==> src/rtl/button_conditioner.sv <==
// Conditions raw board push-buttons into debounced levels and single-cycle,
// one-hot move pulses, issuing at most one move per physical press.
module button_conditioner #(
    parameter int unsigned N_BTN          = 4,
    parameter int unsigned SYNC_STAGES    = 2,
    parameter int unsigned DB_CYCLES      = 1000000,
    parameter bit          BTN_ACTIVE_LOW = 1'b1
) (
    input  logic             clk,
    input  logic             rst_game,
    input  logic [N_BTN-1:0] btn_raw,
    output logic [N_BTN-1:0] buttons,
    output logic [N_BTN-1:0] btn_level,
    output logic             busy
);

    localparam int unsigned CW = $clog2(DB_CYCLES) + 1;

    localparam logic [0:0] IDLE = 1'b0;
    localparam logic [0:0] HOLD = 1'b1;

    logic [N_BTN-1:0]                  pressed;
    logic [SYNC_STAGES-1:0][N_BTN-1:0] sync_q, sync_d;
    logic [N_BTN-1:0]                  sync_out;
    logic [N_BTN-1:0][CW-1:0]          cnt_q, cnt_d;
    logic [N_BTN-1:0]                  level_q, level_d;
    logic [N_BTN-1:0]                  level_dly_q, level_dly_d;
    logic [N_BTN-1:0]                  rise;
    logic [N_BTN-1:0]                  buttons_q, buttons_d;
    logic [0:0]                        state_q, state_d;

    // Polarity is normalised before synchronisation; downstream 1 = pressed.
    assign pressed  = BTN_ACTIVE_LOW ? ~btn_raw : btn_raw;
    assign sync_out = sync_q[SYNC_STAGES-1];

    always_comb begin
        sync_d = {sync_q[SYNC_STAGES-2:0], pressed};
    end

    // A level change is accepted only after DB_CYCLES consecutive differing cycles.
    always_comb begin
        cnt_d   = cnt_q;
        level_d = level_q;
        for (int i = 0; i < int'(N_BTN); i++) begin
            if (sync_out[i] != level_q[i]) begin
                if (cnt_q[i] == CW'(DB_CYCLES - 1)) begin
                    level_d[i] = ~level_q[i];
                    cnt_d[i]   = '0;
                end else begin
                    cnt_d[i] = cnt_q[i] + CW'(1);
                end
            end else begin
                cnt_d[i] = '0;
            end
        end
    end

    assign level_dly_d = level_q;
    assign rise        = level_q & ~level_dly_q;

    // Arbiter: lowest-index rise wins, then lock out until every button is released.
    always_comb begin
        state_d   = state_q;
        buttons_d = '0;
        case (state_q)
            IDLE: begin
                if (|rise) begin
                    buttons_d = rise & (~rise + N_BTN'(1));
                    state_d   = HOLD;
                end
            end
            HOLD: begin
                if (level_q == '0) begin
                    state_d = IDLE;
                end
            end
            default: state_d = IDLE;
        endcase
    end

    always_ff @(posedge clk or negedge rst_game) begin
        if (!rst_game) begin
            sync_q      <= '0;
            cnt_q       <= '0;
            level_q     <= '0;
            level_dly_q <= '0;
            buttons_q   <= '0;
            state_q     <= IDLE;
        end else begin
            sync_q      <= sync_d;
            cnt_q       <= cnt_d;
            level_q     <= level_d;
            level_dly_q <= level_dly_d;
            buttons_q   <= buttons_d;
            state_q     <= state_d;
        end
    end

    assign buttons   = buttons_q;
    assign btn_level = level_q;
    assign busy      = (state_q == HOLD);

endmodule
==> config.mk <==
export PLATFORM = sky130hd
export DESIGN_NAME = button_conditioner
export DESIGN_NICKNAME = d
export VERILOG_FILES = /design/src/rtl/button_conditioner.sv
export SDC_FILE = /design/constraint.sdc
export NUM_CORES = 1
export LEC_CHECK = 0
export ABC_AREA = 1
export ABC_CLOCK_PERIOD_IN_PS = 1600
export CORE_UTILIZATION = 40
export CTS_BUF_LIST = sky130_fd_sc_hd__clkbuf_8
export DETAILED_ROUTE_END_ITERATION = 12
export MAX_ROUTING_LAYER = met4
export SLEW_MARGIN = 20
export SYNTH_ARGS = -nofsm -noshare
export SYNTH_HDL_FRONTEND = slang
export SYNTH_SLANG_ARGS = --single-unit
export TNS_END_PERCENT = 100
==> constraint.sdc <==
create_clock -name clk -period 1.6 [get_ports clk]
set_input_delay 0.24 -clock clk [delete_from_list [all_inputs] [get_ports clk]]
set_output_delay 0.24 -clock clk [all_outputs]
set_load 0.02 [all_outputs]
==> results of run 1 <==
[routing by layer]
metal	wire [um]	vias to the layer above	global-route usage [%]
met4	114	0	4.92
met1	5380	2116	23.4
li1	-	2248	-
met5	0	-	-
met2	5460	58	28.5
met3	335	9	4.04
[layout make-up]
type	count	area [um^2]	area share, %
Tap cell	176	220	3.55
Clock buffer	10	138	2.22
Inverter	77	289	4.66
Clock inverter	5	80.1	1.29
Sequential cell	105	2630	42.3
Multi-Input combinational cell	512	2610	42.1
Timing Repair Buffer	23	236	3.81
[power by group through the flow]
stage	clock network, W	registers (W)	logic [W]
after floorplan	0	0.00276	0.0000853
after global placement	0	0.00276	0.000189
after detailed placement	0	0.00276	0.000196
after CTS	0.00190	0.00271	0.000199
after global routing	0.00201	0.00272	0.000225
final	0.00181	0.00271	0.000191
[per-stage QoR]
| step | power (W) | utilization [%] | cell area [um^2] | hold WS [ps] |
|---|---|---|---|---|
| floorplan | 0.00284 | - | 5530 | -55.6 |
| global placement | 0.00295 | 44.6 | 5960 | 201 |
| detailed placement | 0.00296 | 44.6 | 5960 | 204 |
| CTS | 0.00481 | 46.3 | 6180 | 319 |
| global route | 0.00495 | 46.5 | 6200 | 320 |
| finish | 0.00471 | 46.5 | 6200 | 323 |
[synth_stat cells]
master    count  share of area (%)
dfrtp_1     105                 48
nor3b_1       4               0.54
nand2_2      12                1.4
o21ai_1       7               0.63
nor2_1      156                 11
a31oi_1       1               0.11
o21a_1        2               0.27
inv_2         6               0.41
o211ai_1      2               0.27
and2_1        2               0.23
nand3_2       7                1.3
nor4_1        1               0.11
nand4_1       8               0.91
clkbuf_1      4               0.27
nor2_4       11                2.2
o21ai_0       2               0.18
nand2_1     138                9.4
nand2_4       1               0.20
a21oi_1      11                1.0
xnor2_1      18                2.9
nor2_2       18                2.0
nand3_1      60                5.4
nand3b_1     11                1.5
nor3_1       11                1.0
inv_1        71                4.8
ha_1          4               0.91
xor2_1       25                4.0
[path summary, 6_finish.rpt]
check | startpoint | endpoint | slack, ps
hold reg to reg | sync_d[6]$_DFF_PN0_ | sync_out[2]$_DFF_PN0_ | 350
setup reg to reg | cnt_q[63]$_DFF_PN0_ | btn_level[3]$_DFFE_PN0P_ | 140
min in group clk | btn_raw[0] | sync_d[4]$_DFF_PN0_ | 340
setup / recovery | btn_level[0]$_DFFE_PN0P_ | btn_level[0] | 130
hold / removal | rst_game | cnt_q[12]$_DFF_PN0_ | 320
max in group asynchronous | rst_game | cnt_q[37]$_DFF_PN0_ | 710
[cell families (layout without fill, tap and decap cells)]
family	Yosys count	in the layout	share of synthesized area (%)
DFF	105	105	47.5
xor gates and xnor gates	43	43	6.81
AOI/OAI and AO/OA	25	25	2.47
adders and majority gates	4	4	0.905
buffers and inverters	81	115	5.50
and+or+nand+nor	440	440	36.8
[repair_timing]
item / 4_1_cts / 5_1_grt
endpoints found under the setup margin: 5 / 23
hold buffers: 1 / 0
resized for setup: 5 / 8
endpoints found under the hold margin: 26 / 0
[registers in the layout (all words and copies together), names as in the netlist]
| register | count |
|---|---|
| level_dly_q | 4 |
| busy | 1 |
| cnt_q | 84 |
| btn_level | 4 |
| sync_out | 4 |
| sync_d | 4 |
| buttons | 4 |
==> metrics.txt, run 1 <==
Initial Util=41.4%; commonest non-fill, non-tap cells in the layout=nor2_1 (156), nand2_1 (137), dfrtp_1 (105); Die Footprint=between 0.01 and 0.015 mm^2; setup repair bufs after CTS=0; P&R area growth vs syn=12.2%; 1st-iter DRT viols=slightly above 300; DRC violations left=0; first-pass GRT wire length=~20000 um; critical path's slowest cell=dfrtp_1; antenna cells=0; #FFs+latches synth=about 110; cell internal pwr=approximately 0.0037 W; Placement Rows=42; final setup vio count=0; Req. time, crit path=between 1000 and 1500 ps; Psw=roughly 0.0010 W; DR WL/cell=between 10 and 15 um; Yosys warning count=0; Bufs and invs on worst path=1; Net Sw Frac=22.2%; syn_area_per_cell=~7.9 um^2; Yosys cell types=27; Setup TNS Final=0 ps; layout cells sized above 1=10.8%; PwrDens=approximately 760 mW/mm^2; Setup Slack @ Placement=95.1 ps; Leak Pwr=2.73 nW; syn nets=708; Reg2Reg Depth=5; CP Cell Sequence=dlygate4sd2_1; Root Buffer=clkbuf_8; CP top delay family=flip-flops; GRT Residual Overflow=0; clock network power share=a little under two fifths; core area=around 0.013 mm^2; Critical Path AT=1230 ps; max-cap viol count=0; count of final max-slew check failures=0; CP Class=reg -> out; sequential share of power=a little under three fifths; Hold Violations, Final=0; crit path launch type=flip-flop; antenna violations before repair=0; Clock transition at path regs=roughly 90 ps; PortBufs=14; worst skew pair latency=between 300 and 400 ps; worst-path fanout max=6; status=finished clean; nets=between 700 and 800; Slew headroom=around three quarters; Fill cells=1344; Final period util=92.2%; Max VDD drop=slightly above 500 uV; gpl congestion=approximately 0.9; Routed Antenna Nets=0; Tightest Pin Transition=slightly above 400 ps; gr usage total=18.0%; sequential cell area fraction in the yosys report=between 40% and 50%; First-pass DRT Iterations=5; Levels on crit path=1; Max Root-Sink Buffers=2; largest net degree at the start of global routing=48; CTS tree=built; Comb power frac=under 10%; filler-free cell count of the finished design=about 910; chip height=between 100 and 150 um; clock sinks=approximately 110; fmax=0.678 GHz; vias=between 4000 and 5000; # IOs=15; slack of the critical path=125 ps; Post-Syn Instances=roughly 700; CTS Buf Count=9; Inst Count DP=between 800 and 900; Min-Delay Path Class=in -> async; RSZ-0062 raised after global routing=false; Final Routed Wirelength=between 10000 and 15000 um; DP HPWL=approximately 8500 um; leading cell type in the layout, fill and taps excluded=nor2_1; die width=~120 um; routed vias/inst=a little under 5; Worst setup EP type=output port; clk_skew=4.99 ps; crit path time final=about 1500 ps; H-tree depth=3; vias in the first global route=4327; CP max stage delay=about 490 ps; Synth Cell Area=roughly 0.0055 mm^2
No activity file was read; power rests on OpenSTA's default activity.
==> run 2: changes to the inputs <==
Settings changed: ABC_AREA 1 to 0.
==> metrics.txt, run 2 <==
status=finished with violations; failing checks=DRC, setup timing; Reg2Reg Depth=5; Post-Syn Instances=around 480; Yosys warning count=0; routed vias/inst=approximately 5.3; leading cell type in the layout, fill and taps excluded=dfrtp_1; gpl congestion=approximately 0.84; clk_skew=about 12 ps; P&R area growth vs syn=40.4%; Max VDD drop=653 uV; Slew headroom=approximately 71%; Final period util=117%; DRC violations left=1; sequential cell area fraction in the yosys report=between 50% and 60%; core area=~0.012 mm^2; Placement Rows=39; #FFs+latches synth=between 100 and 150; Synth Cell Area=a little under 0.005 mm^2; PortBufs=14; Req. time, crit path=1910 ps; Final Util=58.7%; largest net degree at the start of global routing=31; die width=roughly 110 um; layout cells sized above 1=around two fifths; worst-path fanout max=5; Net Sw Frac=approximately a quarter; Comb power frac=roughly 6.4%; RSZ-0062 raised after global routing=true; fraction of registers with async set/reset=100%; commonest non-fill, non-tap cells in the layout=dfrtp_1 (104), buf_4 (103), xnor2_1 (36); Die Footprint=between 0.01 and 0.015 mm^2; CP max stage delay=between 500 and 600 ps; post-route design area=0.00682 mm^2; # IOs=15; gr usage total=20.5%; final setup vio count=73; Max Root-Sink Buffers=2; area fraction of the dominant cell type after synthesis=~54%; critical path's slowest cell=or4_4; Reg with most FFs=cnt_q; worst skew pair latency=about 400 ps; PwrDens=around 690 mW/mm^2; Fill cells=between 900 and 1000; antenna cells=0; area of the multi-input gates=about 0.0026 mm^2; chip height=~110 um; prevailing post-synth register cell=dfrtp_1; antenna violations before repair=0; GRT Residual Overflow=0; Initial Util=a little over two fifths; DR WL/cell=15.0 um; CTS Buf Count=9; max-cap viol count=0; slack of the critical path=-275 ps; CP Cell Sequence=ha_2, nand3_4, or4_4, or4_4, a21oi_2; Final Routed Wirelength=~11000 um; Clock transition at path regs=approximately 100 ps; Hold Violations, Final=0; count of final max-slew check failures=0; placed standard-cell area=just over 0.006 mm^2; Psw=about 0.0011 W; syn_area_per_cell=a little over 10 um^2; CTS tree=built; nets=623; top cells by area, synth=dfrtp_1 (54%), xnor2_1 (6.7%), nor2_1 (5.1%); Routed Antenna Nets=0; clock sinks=~110; cell internal pwr=0.00359 W; max reg flops=between 80 and 90; crit path time final=approximately 1900 ps; first-pass GRT wire length=just under 20000 um; register area=roughly 0.0026 mm^2; most frequent cell on the critical path=or4_4; area leader, netlist=dfrtp_1; count leader, synth=dfrtp_1; Root Buffer=clkbuf_8; Min-Delay Path Class=in -> reg; Inst Count DP=729; CP Class=reg -> reg; vias=4052; fmax=0.533 GHz; Levels on crit path=5; clock network power share=between 30% and 40%; 1st-iter DRT viols=193; Worst setup EP type=flip-flop; Bufs and invs on worst path=0; filler-free cell count of the finished design=761; sequential share of power=57.3%; top post-synthesis cells by count=dfrtp_1 (105), nor2_1 (66), xnor2_1 (37); syn nets=486; vias in the first global route=around 4200; Yosys cell types=40; First-pass DRT Iterations=10; Critical Path AT=between 2000 and 2500 ps; CP top delay family=simple AND/OR/NAND/NOR gates; hold-critical path depth=2; H-tree depth=3; Post-synth EDFFs=0; DP HPWL=about 7700 um; crit path launch type=flip-flop; Tightest Pin Transition=around 430 ps; Leak Pwr=approximately 2.9 nW
## run 2: final timing paths
path	startpoint	end	slack (ps)
max	cnt_q[22]$_DFF_PN0_	cnt_q[39]$_DFF_PN0_	-270
min	btn_raw[1]	sync_d[5]$_DFF_PN0_	320
max reg2reg	cnt_q[22]$_DFF_PN0_	cnt_q[39]$_DFF_PN0_	-270
min reg2reg	sync_d[7]$_DFF_PN0_	sync_out[3]$_DFF_PN0_	360
max in group asynchronous	rst_game	cnt_q[55]$_DFF_PN0_	680
min in group asynchronous	rst_game	btn_level[2]$_DFFE_PN0P_	340
## run 2: cell families (layout without fill, tap and decap cells)
| family | after synthesis | in the layout | synth area share (%) |
|---|---|---|---|
| AOI/OAI and AO/OA | 57 | 57 | 7.05 |
| and+or+nand+nor | 225 | 226 | 25.0 |
| adders and majority gates | 4 | 4 | 1.03 |
| buffers and inverters | 27 | 168 | 2.19 |
| xor gates and xnor gates | 54 | 54 | 9.73 |
| DFF | 105 | 105 | 54.1 |
| muxes | 4 | 4 | 0.927 |
## run 2: routing by layer
layer / global-route usage, % / vias up / wire length, um
li1: - / 1990 / -
met1: 25.2 / 1991 / 5320
met2: 32.9 / 55 / 5550
met3: 5.56 / 16 / 375
met4: 6.49 / 0 / 157
met5: - / - / 0
## run 2: layout make-up
cell class,count,share of cell area (%)
sequential,105,38.5
multi-input combinational,345,38.2
clock buffer,10,2.02
tap,143,2.62
timing repair buffer,136,16.7
clock inverter,6,0.990
inverter,16,0.880
## run 2: per-stage QoR
step | hold WS [ps] | setup slack [ps] | setup TNS, ps | total power, W
3_5_place_dp | 216 | -318 | -12700 | 0.00301
5_1_grt | 294 | -340 | -17620 | 0.00494
4_1_cts | 307 | -270 | -12200 | 0.00478
2_1_floorplan | -55.6 | -321 | -4050 | 0.00286
6_report | 325 | -275 | -12440 | 0.00473
3_3_place_gp | 219 | -298 | -9490 | 0.00300
## run 2: repair_timing
action | 4_1_cts | 5_1_grt
pin swaps | 15 | 19
resized for setup | 66 | 56
gates cloned | 2 | 1
endpoints found under the hold margin | 25 | 0
buffers inserted | 10 | 6
hold buffers | 1 | 0
setup endpoints to repair | 83 | 85
## run 2: power by group through the flow
stage | logic (W) | registers (W) | clock network, W
finish | 0.000305 | 0.00271 | 0.00171
global route | 0.000338 | 0.00272 | 0.00188
CTS | 0.000281 | 0.00271 | 0.00178
detailed placement | 0.000239 | 0.00277 | 0
global placement | 0.000231 | 0.00276 | 0
floorplan | 0.0000911 | 0.00277 | 0
==> run 3: changes to the inputs <==
Settings changed: CORE_UTILIZATION 40 to 60, PLACE_DENSITY set to 0.78.
==> metrics.txt, run 3 (synthesized netlist as in run 2, its figures left out) <==
Reg with most FFs=cnt_q; crit path launch type=flip-flop; chip height=92.0 um; die width=92.0 um; hold path start=btn_raw[3]; worst-path fanout max=7; Worst setup EP type=flip-flop; max-cap viol count=0; failing checks=setup timing; final setup vio count=72; CP max stage delay=approximately 570 ps; Reg2Reg Depth=6; crit path time final=about 1900 ps; nets=a little over 600; layout cells sized above 1=a little under two fifths; Slew headroom=between 60 and 70%; CTS tree=built; leading cell type in the layout, fill and taps excluded=dfrtp_1; count of final max-slew check failures=0; Critical Path AT=roughly 2200 ps; status=finished with violations; Min-Delay Endpoint=sync_d[7]$_DFF_PN0_; Leak Pwr=around 2.9 nW; commonest non-fill, non-tap cells in the layout=dfrtp_1 (102), buf_4 (91), xnor2_1 (37); CP top delay family=simple AND/OR/NAND/NOR gates; first-pass GRT wire length=19900 um; Root Buffer=clkbuf_8; Reg-to-Reg Start=cnt_q[21]$_DFF_PN0_; Final Routed Wirelength=12800 um; Clock transition at path regs=approximately 110 ps; RSZ-0062 raised after global routing=true; critical path's slowest cell=or4_4; routed vias/inst=roughly 6.0; largest net degree at the start of global routing=37; FF-to-FF End=cnt_q[33]$_DFF_PN0_; vias=roughly 4300; # IOs=15; CTS Buf Count=9; Pwr Total=0.00465 W; filler-free cell count of the finished design=approximately 710; Tightest Pin Transition=about 500 ps; DRC violations left=0; Inst Count DP=approximately 670; Max Root-Sink Buffers=2; Req. time, crit path=1920 ps; slack of the critical path=-291 ps; Setup TNS Final=-12120 ps; Hold WS=339 ps; max reg flops=84; PwrDens=approximately 700 mW/mm^2; Final period util=118%; gpl congestion=between 0.8 and 0.9; P&R area growth vs syn=38.1%; clk_skew=approximately 12 ps; DR WL/cell=18.0 um; CP Class=reg -> reg; clock sinks=~110; GRT Residual Overflow=0; gr usage total=between 30 and 40%; Initial Util=between 60% and 70%; hold-critical path depth=2; DP HPWL=around 7500 um; Placement Rows=32; Die Footprint=0.00847 mm^2; PortBufs=14; antenna violations before repair=0; r2r setup slk=-290 ps; worst skew pair latency=approximately 380 ps; Setup Slack @ Placement=-401 ps; Max VDD drop=632 uV; core area=roughly 0.0078 mm^2; Min-Delay Path Class=in -> reg; CP Cell Sequence=ha_2, nand3_2, or4_4, buf_6, or3_1, a21oi_1; fmax=around 0.53 GHz; Hold Violations, Final=0; Bufs and invs on worst path=1; H-tree depth=3; Fill cells=about 360; vias in the first global route=approximately 4300; 1st-iter DRT viols=about 150; Routed Antenna Nets=0; antenna cells=0; First-pass DRT Iterations=4
-- run 3: layout make-up --
| cell class | count | area (um^2) | area share, % |
|---|---|---|---|
| Tap cell | 102 | 128 | 1.90 |
| Inverter | 16 | 60.1 | 0.895 |
| Clock inverter | 6 | 58.8 | 0.876 |
| Multi-Input combinational cell | 345 | 2570 | 38.2 |
| Timing Repair Buffer | 128 | 1130 | 16.8 |
| Clock buffer | 10 | 138 | 2.05 |
| Sequential cell | 105 | 2630 | 39.2 |
-- run 3: worst max-delay path by stage --
stage                     slack [ps]  depth (start not counted)           startpoint             endpoint
after detailed placement        -400                          5  cnt_q[21]$_DFF_PN0_  cnt_q[39]$_DFF_PN0_
after global placement          -280                          5  cnt_q[21]$_DFF_PN0_  cnt_q[39]$_DFF_PN0_
after CTS                       -290                          5  cnt_q[22]$_DFF_PN0_  cnt_q[39]$_DFF_PN0_
after floorplan                 -320                          6  cnt_q[21]$_DFF_PN0_  cnt_q[39]$_DFF_PN0_
after global routing            -340                          6  cnt_q[21]$_DFF_PN0_  cnt_q[33]$_DFF_PN0_
final                           -290                          6  cnt_q[21]$_DFF_PN0_  cnt_q[33]$_DFF_PN0_
-- run 3: where the power goes --
| part | internal, W | switching (W) |
|---|---|---|
| combinational | 0.000130 | 0.000166 |
| clock | 0.000650 | 0.000992 |
| sequential | 0.00269 | 0.0000290 |
| total | 0.00347 | 0.00119 |
-- run 3: what timing repair did --
| action | 4_1_cts | 5_1_grt |
|---|---|---|
| pin swaps | 26 | 14 |
| endpoints found under the hold margin | 33 | 0 |
| hold buffers | 1 | 0 |
| resized for setup | 73 | 45 |
| setup buffers | 12 | 7 |
| cloned | 4 | 1 |
| endpoints found under the setup margin | 77 | 90 |
-- run 3: worst register-to-register path: cells and delay by family, from the launching register on --
family | cells | cell delay (ps)
buffers and inverters | 1 | 150
adder cells (fa/ha/maj) | 1 | 190
flip-flops | 1 | 390
AO/OA/AOI/OAI | 1 | 130
AND/OR/NAND/NOR | 3 | 960
-- run 3: metrics by stage --
step                instance area [um^2]  utilization, %
detailed placement                  5940            76.5
finish                              6710            86.4
global placement                    5940            76.5
global route                        6710            86.4
floorplan                           5050               -
CTS                                 6490            83.6
-- run 3: routing by layer --
layer	GRT usage, %	vias to the layer above	wire, um
li1	-	1974	-
met5	-	-	0
met1	36.4	2156	5190
met3	7.30	33	516
met2	53.0	129	6810
met4	8.98	0	289
